**config.mk**
```make
export PLATFORM = sky130hd
export DESIGN_NAME = wb_commit
export DESIGN_NICKNAME = d
export VERILOG_FILES = /design/src/rtl/wb_commit.sv
export SDC_FILE = /design/constraint.sdc
export NUM_CORES = 1
export LEC_CHECK = 0
export CORE_ASPECT_RATIO = 1.4
export CORE_MARGIN = 2
export CORE_UTILIZATION = 47
export DETAILED_ROUTE_END_ITERATION = 8
export GPL_TIMING_DRIVEN = 0
export PLACE_DENSITY = 0.8
export SYNTH_ARGS = -nofsm -noshare
export SYNTH_HDL_FRONTEND = slang
export SYNTH_SLANG_ARGS = --single-unit
```
**constraint.sdc**
```tcl
create_clock -name clk -period 5.45 [get_ports clk]
set_clock_uncertainty 0.1 [all_clocks]
set_input_delay 0.8175 -clock clk [delete_from_list [all_inputs] [get_ports clk]]
set_output_delay 0.8175 -clock clk [all_outputs]
set_load 0.03 [all_outputs]
```
**src/rtl/wb_commit.sv**
```systemverilog
// wb_commit: write-side driver for the 32x32 register file.
// Merges single-cycle ALU results with queued, extended load responses into one registered
// write port. The ALU always wins the port, and writes to x0 are suppressed.
// Optional feature macro: WB_BYPASS_EN. When it is defined, a pending write can be
// forwarded to the two read indices.
module wb_commit #(
    parameter int unsigned XLEN     = 32,
    parameter int unsigned AW       = 5,
    parameter int unsigned LQ_DEPTH = 2
) (
    input  logic                      clk,
    input  logic                      rst,
    input  logic                      alu_valid,
    input  logic [AW-1:0]             alu_rd,
    input  logic [XLEN-1:0]           alu_data,
    input  logic                      ld_valid,
    output logic                      ld_ready,
    input  logic [AW-1:0]             ld_rd,
    input  logic [2:0]                ld_funct3,
    input  logic [1:0]                ld_addr_lo,
    input  logic [XLEN-1:0]           ld_data,
    output logic [AW-1:0]             oprd,
    output logic [XLEN-1:0]           wrt_data,
    output logic                      wrt_en,
    output logic [$clog2(LQ_DEPTH):0] lq_count,
    input  logic [AW-1:0]             oprs1,
    input  logic [AW-1:0]             oprs2,
    output logic                      byp1_hit,
    output logic                      byp2_hit,
    output logic [XLEN-1:0]           byp1_data,
    output logic [XLEN-1:0]           byp2_data
);

    localparam int unsigned PW = $clog2(LQ_DEPTH);
    localparam int unsigned CW = PW + 1;
    localparam logic [CW-1:0] DepthC = CW'(LQ_DEPTH);

    // Queue storage; r_q_kill marks entries overtaken by a younger ALU write to the same rd
    logic [AW-1:0]   r_q_rd   [LQ_DEPTH];
    logic [XLEN-1:0] r_q_data [LQ_DEPTH];
    logic            r_q_kill [LQ_DEPTH];
    logic [PW-1:0]   r_wptr;
    logic [PW-1:0]   r_rptr;
    logic [CW-1:0]   r_count;
    logic            r_ld_ready;
    logic [AW-1:0]   r_oprd;
    logic [XLEN-1:0] r_wrt_data;
    logic            r_wrt_en;

    logic            w_push;
    logic            w_pop;
    logic            w_kill_en;
    logic [CW-1:0]   w_count_d;
    logic [7:0]      w_byte;
    logic [15:0]     w_half;
    logic [XLEN-1:0] w_ld_ext;

    assign w_push    = ld_valid & r_ld_ready;
    assign w_pop     = ~alu_valid & (r_count != '0);
    assign w_kill_en = alu_valid & (alu_rd != '0);

    // Load extension is applied at enqueue so the queue holds final write data
    always_comb begin
        w_byte   = ld_data[7:0];
        w_half   = ld_addr_lo[1] ? ld_data[31:16] : ld_data[15:0];
        w_ld_ext = ld_data;
        case (ld_addr_lo)
            2'd0:    w_byte = ld_data[7:0];
            2'd1:    w_byte = ld_data[15:8];
            2'd2:    w_byte = ld_data[23:16];
            default: w_byte = ld_data[31:24];
        endcase
        case (ld_funct3)
            3'b000:  w_ld_ext = {{(XLEN-8){w_byte[7]}}, w_byte};
            3'b001:  w_ld_ext = {{(XLEN-16){w_half[15]}}, w_half};
            3'b100:  w_ld_ext = {{(XLEN-8){1'b0}}, w_byte};
            3'b101:  w_ld_ext = {{(XLEN-16){1'b0}}, w_half};
            default: w_ld_ext = ld_data;
        endcase
    end

    // Occupancy next state; push and pop together leave the count unchanged
    always_comb begin
        w_count_d = r_count;
        case ({w_push, w_pop})
            2'b10:   w_count_d = r_count + CW'(1);
            2'b01:   w_count_d = r_count - CW'(1);
            default: w_count_d = r_count;
        endcase
    end

    // Queue pointers, entries and kill marking; ld_ready is a registered view of occupancy
    always_ff @(posedge clk or posedge rst) begin
        if (rst) begin
            r_wptr     <= '0;
            r_rptr     <= '0;
            r_count    <= '0;
            r_ld_ready <= 1'b0;
            for (int i = 0; i < int'(LQ_DEPTH); i++) begin
                r_q_rd[i]   <= '0;
                r_q_data[i] <= '0;
                r_q_kill[i] <= 1'b0;
            end
        end else begin
            for (int i = 0; i < int'(LQ_DEPTH); i++) begin
                if (w_kill_en && (r_q_rd[i] == alu_rd)) begin
                    r_q_kill[i] <= 1'b1;
                end
            end
            if (w_push) begin
                r_q_rd[r_wptr]   <= ld_rd;
                r_q_data[r_wptr] <= w_ld_ext;
                // A same-cycle ALU write to this rd is younger than the incoming load
                r_q_kill[r_wptr] <= w_kill_en && (ld_rd == alu_rd);
                r_wptr           <= r_wptr + PW'(1);
            end
            if (w_pop) begin
                r_rptr <= r_rptr + PW'(1);
            end
            r_count    <= w_count_d;
            r_ld_ready <= (w_count_d < DepthC);
        end
    end

    // Registered write port: the ALU result has priority, otherwise the queue head is popped
    always_ff @(posedge clk or posedge rst) begin
        if (rst) begin
            r_oprd     <= '0;
            r_wrt_data <= '0;
            r_wrt_en   <= 1'b0;
        end else if (alu_valid) begin
            r_oprd     <= alu_rd;
            r_wrt_data <= alu_data;
            r_wrt_en   <= (alu_rd != '0);
        end else if (r_count != '0) begin
            r_oprd     <= r_q_rd[r_rptr];
            r_wrt_data <= r_q_data[r_rptr];
            r_wrt_en   <= ~r_q_kill[r_rptr] & (r_q_rd[r_rptr] != '0);
        end else begin
            r_wrt_en   <= 1'b0;
        end
    end

    assign oprd     = r_oprd;
    assign wrt_data = r_wrt_data;
    assign wrt_en   = r_wrt_en;
    assign lq_count = r_count;
    assign ld_ready = r_ld_ready;

`ifdef WB_BYPASS_EN
    // Forward the write being driven this cycle, which is not yet visible in the register file
    assign byp1_hit  = r_wrt_en & (r_oprd == oprs1) & (oprs1 != '0);
    assign byp2_hit  = r_wrt_en & (r_oprd == oprs2) & (oprs2 != '0);
    assign byp1_data = byp1_hit ? r_wrt_data : '0;
    assign byp2_data = byp2_hit ? r_wrt_data : '0;
`else
    logic w_unused_oprs;
    assign w_unused_oprs = ^{oprs1, oprs2};
    assign byp1_hit  = 1'b0;
    assign byp2_hit  = 1'b0;
    assign byp1_data = '0;
    assign byp2_data = '0;
`endif

endmodule

```
==> results summary, run 1 <==
The worst voltage drop across the vdd grid came out at 0.315 mV. In the global route stage, overall resource usage came out at 24.9%. The clock tree from TritonCTS is built. The sequential share of power came out at 33.0%. The highest clock rate is 370 MHz. The final count of pins violating max slew is 0. The number of cells in the design after placement came out at 1085. The register clock-pin slew on the reported worst setup and hold paths is 0.06 ns. The dominant register cell in the synthesized netlist is dfrtp_1. From bottom edge to top edge, the die measures 142 um. The synthesized instance count is 716. The final critical delay including setup and external delays is 2.70 ns. The number of vias after detailed routing is 5866.

After synthesis, the cell types taking the most area are dfrtp_1 46%, nand2_1 9.3%, buf_4 7.8%, mux2i_1 7.2%, o211ai_1 4.0%. The sum of net half-perimeters after detailed placement is 13200 um. The worst setup path is launched from an input pin. The post-CTS repair timing setup buffer count came out at 0. Before antenna repair, the detailed router went through 5 iterations. The final number of setup-violating endpoints is 0. The relative slew slack came out at 58.5%. In this run the tool buffered the top-level ports with 121 buffer cells. Overall power consumption after layout is estimated at 4580 uW. The most area-hungry cell type in the Yosys netlist is dfrtp_1. The analysis attributes to cell leakage a power of 0.00410 uW. The final routed wire length divided by cell count came out at 16.1 um. In this run, distinct cell masters in the synthesized netlist total 38. Routability-driven placement finished with a final weighted congestion of 0.947.

The synthesized design contains 119 register bits. The number of nets in the finished design is 1016. The run finished with clean final reports. The number of hold violations in the final report came out at 0. The core utilization of the finished layout is 65.3%. During synthesis, Yosys emitted a total of 0 warnings. The worst setup path is captured at a flip-flop. The async set or reset register ratio after synthesis is 100%. The antenna violation net count after detailed routing is 0. The diode insertion count for antenna repair came out at 0. From synthesis to final layout, the design area changed by 35.8%. The fraction of layout cells with a size suffix above 1 is 12.8%. The number of maximum-capacitance constraint violations came out at 0. The portion of synthesized cell area occupied by the leading cell type is 46.3%. The arrival time reported for the critical path endpoint is 2.90 ns.

The horizontal extent of the die is 103 um. Averaged over all synthesized cells, the footprint is 8.99 um2. Of the total synthesized cell area, the portion taken by full adders, half adders and majority gates is 0.194%. The class of the worst hold path is flip-flop to flip-flop.

Clock latency on the worst-skew pair, taken at its later pin, is 0.41 ns. The post-cts repair resize count is 0. Leaving out filler cells and counting taps, the final layout contains 1117. The area share of and/or/nand/nor cells after synthesis is 16.6%. The remaining design rule violation count came out at 0. After synthesis, the largest family of logic cells by area is simple AND/OR/NAND/NOR gates. The internal power summed over all cells came out at 2790 uW.

The post-detailed-routing wire length came out at 18000 um. The sequential-to-total area share from yosys stat came out at 46.3%. The number of buffers inserted by hold repair at cts came out at 0. The floorplan step defined a die boundary enclosing 0.0147 mm2.

The initial antenna violation count was 0. The number of DRC markers after the initial detailed-route iteration is 388. The number of enable-type register cells in the synthesized netlist is 0. In this run the power density over the cells is 524 mW/mm2. Fill cells in the final layout number 1082. The proportion of synthesized area in mux cells came out at 8.26%.

The number of vias per cell came out at 5.25. The wire length of the first global-routing pass came out at 28300 um. The power spent charging and discharging nets is 1790 uW. STA puts the critical path data required time at 5.65 ns. The initial standard-cell utilization of the core came out at 48.1%. The total CTS buffers came out at 17. Summing every instance area after synthesis gives 0.00644 mm2. The number of I/O pins is 200. Summing the areas of all xor and xnor instances in the mapped netlist gives 2.59% of the synthesized area. The tree is rooted in a clkbuf_16. Setup repair after global routing left no endpoint under its margin.

Entering global routing, the biggest net connects 78 pins. The part of the total power dissipated in combinational logic is 42.9%. No sink is reached through more buffers than the 2 on the longest clock path. The count of H-tree levels built during CTS is 4. The maximum fanout along the worst path came out at 10. The standard-cell row count is 50.

The compound-gate portion of the synthesized area came out at 14.8%. The number of global-route vias before repair came out at 5829. The critical path is of the input pin to flip-flop type. For the pin with the worst max-slew slack, the measured transition is 0.618 ns.

The clock net in this run drives a total of 119 sinks. The share of the clock period used by the worst path came out at 49.6%. The switching share of total power came out at 39.1%. The total congestion overflow after global routing is 0. The share of total power in the clock network is 24.2%. The total area inside the core boundary comes to 0.0134 mm2.
## cell usage in the layout, fill, tap and decap left out, drive strengths merged, types with 6 or more instances in the layout
| cell | count |
|---|---|
| nand2 | 160 |
| clkdlybuf4s50 | 121 |
| dfrtp | 119 |
| buf | 80 |
| conb | 66 |
| nor2 | 62 |
| clkbuf | 55 |
| o21ai | 49 |
| mux2i | 46 |
| o211ai | 34 |
| a21oi | 32 |
| o221ai | 18 |
| a31oi | 16 |
| xnor2 | 13 |
| and2 | 6 |
| and3 | 6 |
| xor2 | 6 |
| clkinv | 6 |
## registers in the layout, summed over array words and instances (netlist names)
name,count
r_q_kill,2
wrt_data,32
wrt_en,1
oprd,5
ld_ready,1
r_rptr,1
r_q_rd,10
r_wptr,1
r_q_data,64
lq_count,2
## final cells by class
cell class                      instances  area [um2]  share of cell area (%)
Inverter                                4        20.0                   0.229
Clock buffer                           20         467                    5.34
Timing Repair Buffer                  122        1240                    14.2
Multi-Input combinational cell        544        2980                    34.1
Buffer                                114         709                    8.11
Clock inverter                         12         125                    1.43
Sequential cell                       119        2980                    34.1
Tap cell                              182         228                    2.60
## power by group through the flow
stage / Clock (uW) / Sequential (uW) / Combinational, uW
floorplan: 0 / 1700 / 1110
global placement: 0 / 1500 / 1910
detailed placement: 0 / 1510 / 1940
CTS: 1110 / 1500 / 1960
global route: 1150 / 1560 / 2150
finish: 1110 / 1510 / 1960
## path summary, 6_finish.rpt
path | startpoint | endpoint | slack [ns] | depth (start not counted)
max in group asynchronous | rst | r_q_data[10] | 3.86 | 3
max | alu_valid | ld_ready | 2.75 | 7
min in group asynchronous | rst | oprd[3] | 0.68 | 2
min | r_q_data[12] | r_q_data[12] | 0.39 | 2
min reg2reg | r_q_data[12] | r_q_data[12] | 0.39 | 2
max reg2reg | lq_count[0] | ld_ready | 3.35 | 7
## critical path: stages
cell and delay, ns:
clkdlybuf4s50_1 0.65, clkbuf_1 0.48, nor2_1 0.19, ha_1 0.38
nor2_1 0.14, xor2_1 0.19, inv_1 0.05
## metrics by stage
step	worst slack [ns]	hold WS, ns	instance area, um2	setup TNS (ns)
floorplan	1.38	0.355	6680	0
global placement	-0.311	0.368	8120	-35.93
detailed placement	2.31	0.372	8150	0
CTS	2.76	0.391	8740	0
global route	2.63	0.418	8740	0
finish	2.75	0.389	8740	0
## cells by family after synthesis
family | count (synthesis)
XOR/XNOR | 19
AND/OR/NAND/NOR | 254
multiplexers | 51
AO/OA/AOI/OAI | 153
flip-flops | 119
other | 1
adder cells (fa/ha/maj) | 1
buffers and inverters | 118
## synthesized netlist by cell type, drive strengths merged, types with 2 or more instances
| cell | instances |
|---|---|
| a21o | 2 |
| a21oi | 32 |
| a31oi | 16 |
| and2 | 6 |
| and3 | 6 |
| buf | 79 |
| clkbuf | 35 |
| dfrtp | 119 |
| inv | 4 |
| mux2 | 4 |
| mux2i | 46 |
| nand2 | 160 |
| nand2b | 2 |
| nand3 | 5 |
| nand4 | 4 |
| nor2 | 62 |
| o211ai | 34 |
| o21ai | 49 |
| o221ai | 18 |
| or2 | 3 |
| or4 | 3 |
| xnor2 | 13 |
| xor2 | 6 |
## layer usage
| layer | up-vias | GRT usage [%] | routed length [um] |
|---|---|---|---|
| li1 | 2737 | - | - |
| met2 | 275 | 42.5 | 9140 |
| met1 | 2813 | 29.4 | 6900 |
| met4 | 0 | 11.9 | 642 |
| met3 | 41 | 5.50 | 1280 |
| met5 | - | 0 | 0 |
Note: power is estimated with default switching activity, not from simulation.
==> run 2, diff against run 1 <==
--- a/config.mk
+++ b/config.mk
@@ -7,10 +7,10 @@
 export LEC_CHECK = 0
 export CORE_ASPECT_RATIO = 1.4
 export CORE_MARGIN = 2
-export CORE_UTILIZATION = 47
+export CORE_UTILIZATION = 43
 export DETAILED_ROUTE_END_ITERATION = 8
 export GPL_TIMING_DRIVEN = 0
-export PLACE_DENSITY = 0.8
+export PLACE_DENSITY = 0.77
 export SYNTH_ARGS = -nofsm -noshare
 export SYNTH_HDL_FRONTEND = slang
 export SYNTH_SLANG_ARGS = --single-unit
==> constraint.sdc (replaced) <==
create_clock -name clk -period 2.44 [get_ports clk]
set_clock_uncertainty 0.1 [all_clocks]
set_input_delay 0.366 -clock clk [delete_from_list [all_inputs] [get_ports clk]]
set_output_delay 0.366 -clock clk [all_outputs]
set_load 0.03 [all_outputs]
==> run 2 against run 1 <==
  * Cell area up 0.60%
  * Utilization shrank 5.0 points
  * Die area grew 9.0%
  * Combinational power rose by 130%
  * Non-clock buffer count up 2
  * Via count is 0.94% lower
  * Power is 130% higher
  * Flip-flop and latch count unchanged
  * Largest power group unchanged
==> results summary, run 2 (same netlist as run 1, synthesis figures left out) <==
The die span in y is 149 um (+4.4%). The highest clock rate is 452 MHz. The final routed wire length divided by cell count is 16.8 um (+4.5%).

The initial standard-cell utilization of the core came out at 44.2% (-3.9 points). The power density over cell area is 1180 mW/mm2 (+120%). The final number of setup-violating endpoints is 0 (unchanged). The multi-input gate area in the final layout came out at 0.00298 mm2 (unchanged). The total CTS buffers is 17 (unchanged). The routability congestion estimate from global placement was 0.945 (-0.23%). The initial antenna violation count is 0 (unchanged).

The core utilization of the finished layout came to 60.4% (-5.0 points). The horizontal extent of the die came out at 107 um (+4.4%). The post-detailed-routing wire length is 18900 um (+5.4%). TritonCTS built the clock tree.

The endpoint identified for the worst register-to-register timing path is ld_ready. The end point of the worst hold path is oprd[1]. The number of global-route vias before repair is 5847 (+0.31%). The count of H-tree levels built during CTS came out at 4 (unchanged).

The number of I/O pins came out at 200 (unchanged). In the layout the commonest cells are 160 x nand2_1, 121 x clkdlybuf4s50_1, 119 x dfrtp_1. The setup slack of the most critical reg-to-reg path is 0.31 ns (-3.04 ns). The total congestion overflow after global routing is 0 (unchanged). The flow ran to the end, and the final reports show no timing, DRC or antenna violations.

The relative slew slack was 56.6% (-1.9 points). The maximum fanout along the worst path came out at 10 (unchanged). The depth of the worst register-to-register path is 7 (unchanged). In this run the worst hold path is classified as input pin to flip-flop.

The most common library cell in the layout ignoring fill and taps is nand2_1. The final count of pins violating max slew is 0 (unchanged). The number of flip-flops in the largest register was 64 (unchanged). The post-CTS repair timing setup buffer count came out at 0 (unchanged). The critical path endpoint category is a flip-flop. The diode insertion count for antenna repair is 0 (unchanged). The kind of start point of the critical path is an input pin. The worst setup path is of the input pin to flip-flop kind. The slew at the pin closest to its max-slew limit is 0.648 ns (+0.0305 ns). The number of hold violations in the final report is 0 (unchanged). The post-cts repair resize count came out at 0 (unchanged). The antenna violation net count after detailed routing is 0 (unchanged). The root buffer cell chosen for the clock tree is clkbuf_16. The final sum of negative setup slack came out at 0 ns (unchanged). Setup repair after global routing left no endpoint under its margin. r_q_data holds more flip-flops than any other register.

The number of vias after detailed routing is 5811 (-0.94%). The maximum number of pins on one net before global-route repair is 41 (-47%). The clock net sink count is 119 (unchanged). The area of the placeable core is 0.0146 mm2 (+8.9%). The fraction of layout cells with a size suffix above 1 is 12.9% (+0.079 points). The number of instances on the worst hold path came to 3 (+1). The number of maximum-capacitance constraint violations came out at 0 (unchanged).

The die outline area is 0.0160 mm2 (+9.0%). The register clock-pin slew on the reported worst setup and hold paths is 0.05 ns (about the same). The worst voltage drop across the vdd grid came out at 0.715 mV (+130%). The wire length of the first global-routing pass came out at 29800 um (+5.3%). The number of DRC markers after the initial detailed-route iteration is 362 (-6.7%). The number of vias per cell was 5.16 (-1.7%). The clock latency reported for the late side of the worst-skew pair is 0.41 ns (about the same). The sum of net half-perimeters after detailed placement was 14000 um (+6.5%). The reg-to-reg startpoint is lq_count[0].

The worst min-delay path startpoint is alu_rd[1]. The arrival time reported for the critical path endpoint is 2.41 ns (-0.49 ns). The area occupied by registers was 0.00298 mm2 (unchanged). The number of iterations in the first detailed-routing pass is 6 (+1). The global routing usage summed across all routing layers is 24.0% (-0.91 points). The number of buffers inserted by hold repair at cts came out at 0 (unchanged). The number of I/O port buffers came to 121 (unchanged). The reported leakage power came to 0.00412 uW (+0.61%). The remaining design rule violation count is 0 (unchanged). The number of filler instances in the final layout is 1297 (+20%). The standard-cell row count came to 52 (+4.0%). The data required time of the critical path is 2.64 ns (-3.01 ns). The buffer levels on the longest clock path came out at 2 (unchanged). The share of the clock period used by the worst path is 90.7%. The number of nets in the finished design is 1018 (+0.20%). The final critical delay including setup and external delays is 2.21 ns.

The area growth from synthesis to final layout came out at 36.7%.
==> run 2: worst max path at each step <==
stage,to,slack (ns),startpoint
floorplan,ld_ready,0.50,lq_count[0]
global placement,wrt_data[14],-0.64,rst
detailed placement,ld_ready,-0.18,alu_valid
CTS,ld_ready,0.25,alu_valid
global route,ld_ready,0.09,alu_valid
finish,ld_ready,0.23,alu_valid
==> run 2: area by class of cell <==
cell class                      instances  area share, %
Multi-Input combinational cell        544           33.9
Buffer                                114           8.06
Tap cell                              189           2.69
Timing Repair Buffer                  124           14.5
Sequential cell                       119           33.9
Clock buffer                           24           5.82
Inverter                                4          0.213
Clock inverter                          8           1.05
==> run 2: per-stage QoR <==
stage,worst slack (ns),std cells,power [uW],hold slack [ns],instance area [um2]
after floorplan,0.498,781,6290,0.355,6690
after global placement,-0.642,1091,7630,0.372,8130
after detailed placement,-0.176,1094,7790,0.377,8190
after CTS,0.250,1126,10400,0.157,8800
after global routing,0.0907,1126,11000,0.205,8800
final,0.227,1126,10400,0.165,8800
==> run 2: power by group <==
part | switching [uW] | internal (uW) | leakage (uW)
Sequential | 543 | 2860 | 0.00146
Clock | 877 | 1660 | 0.000302
Combinational | 2630 | 1800 | 0.00236
Total | 4050 | 6320 | 0.00412
==> run 2: critical path: stages <==
cell             delay [ns]
clkdlybuf4s50_1        0.61
clkbuf_1               0.49
nor2_1                 0.19
ha_1                   0.37
nor2_1                 0.14
xor2_1                 0.19
inv_1                  0.06
==> run 2: routing by layer <==
layer  share of wire [%]  global-route usage (%)
met5                   0                       0
met4                 2.9                    11.1
met3                 6.9                    4.72
met2                  51                    41.7
met1                  39                    28.5
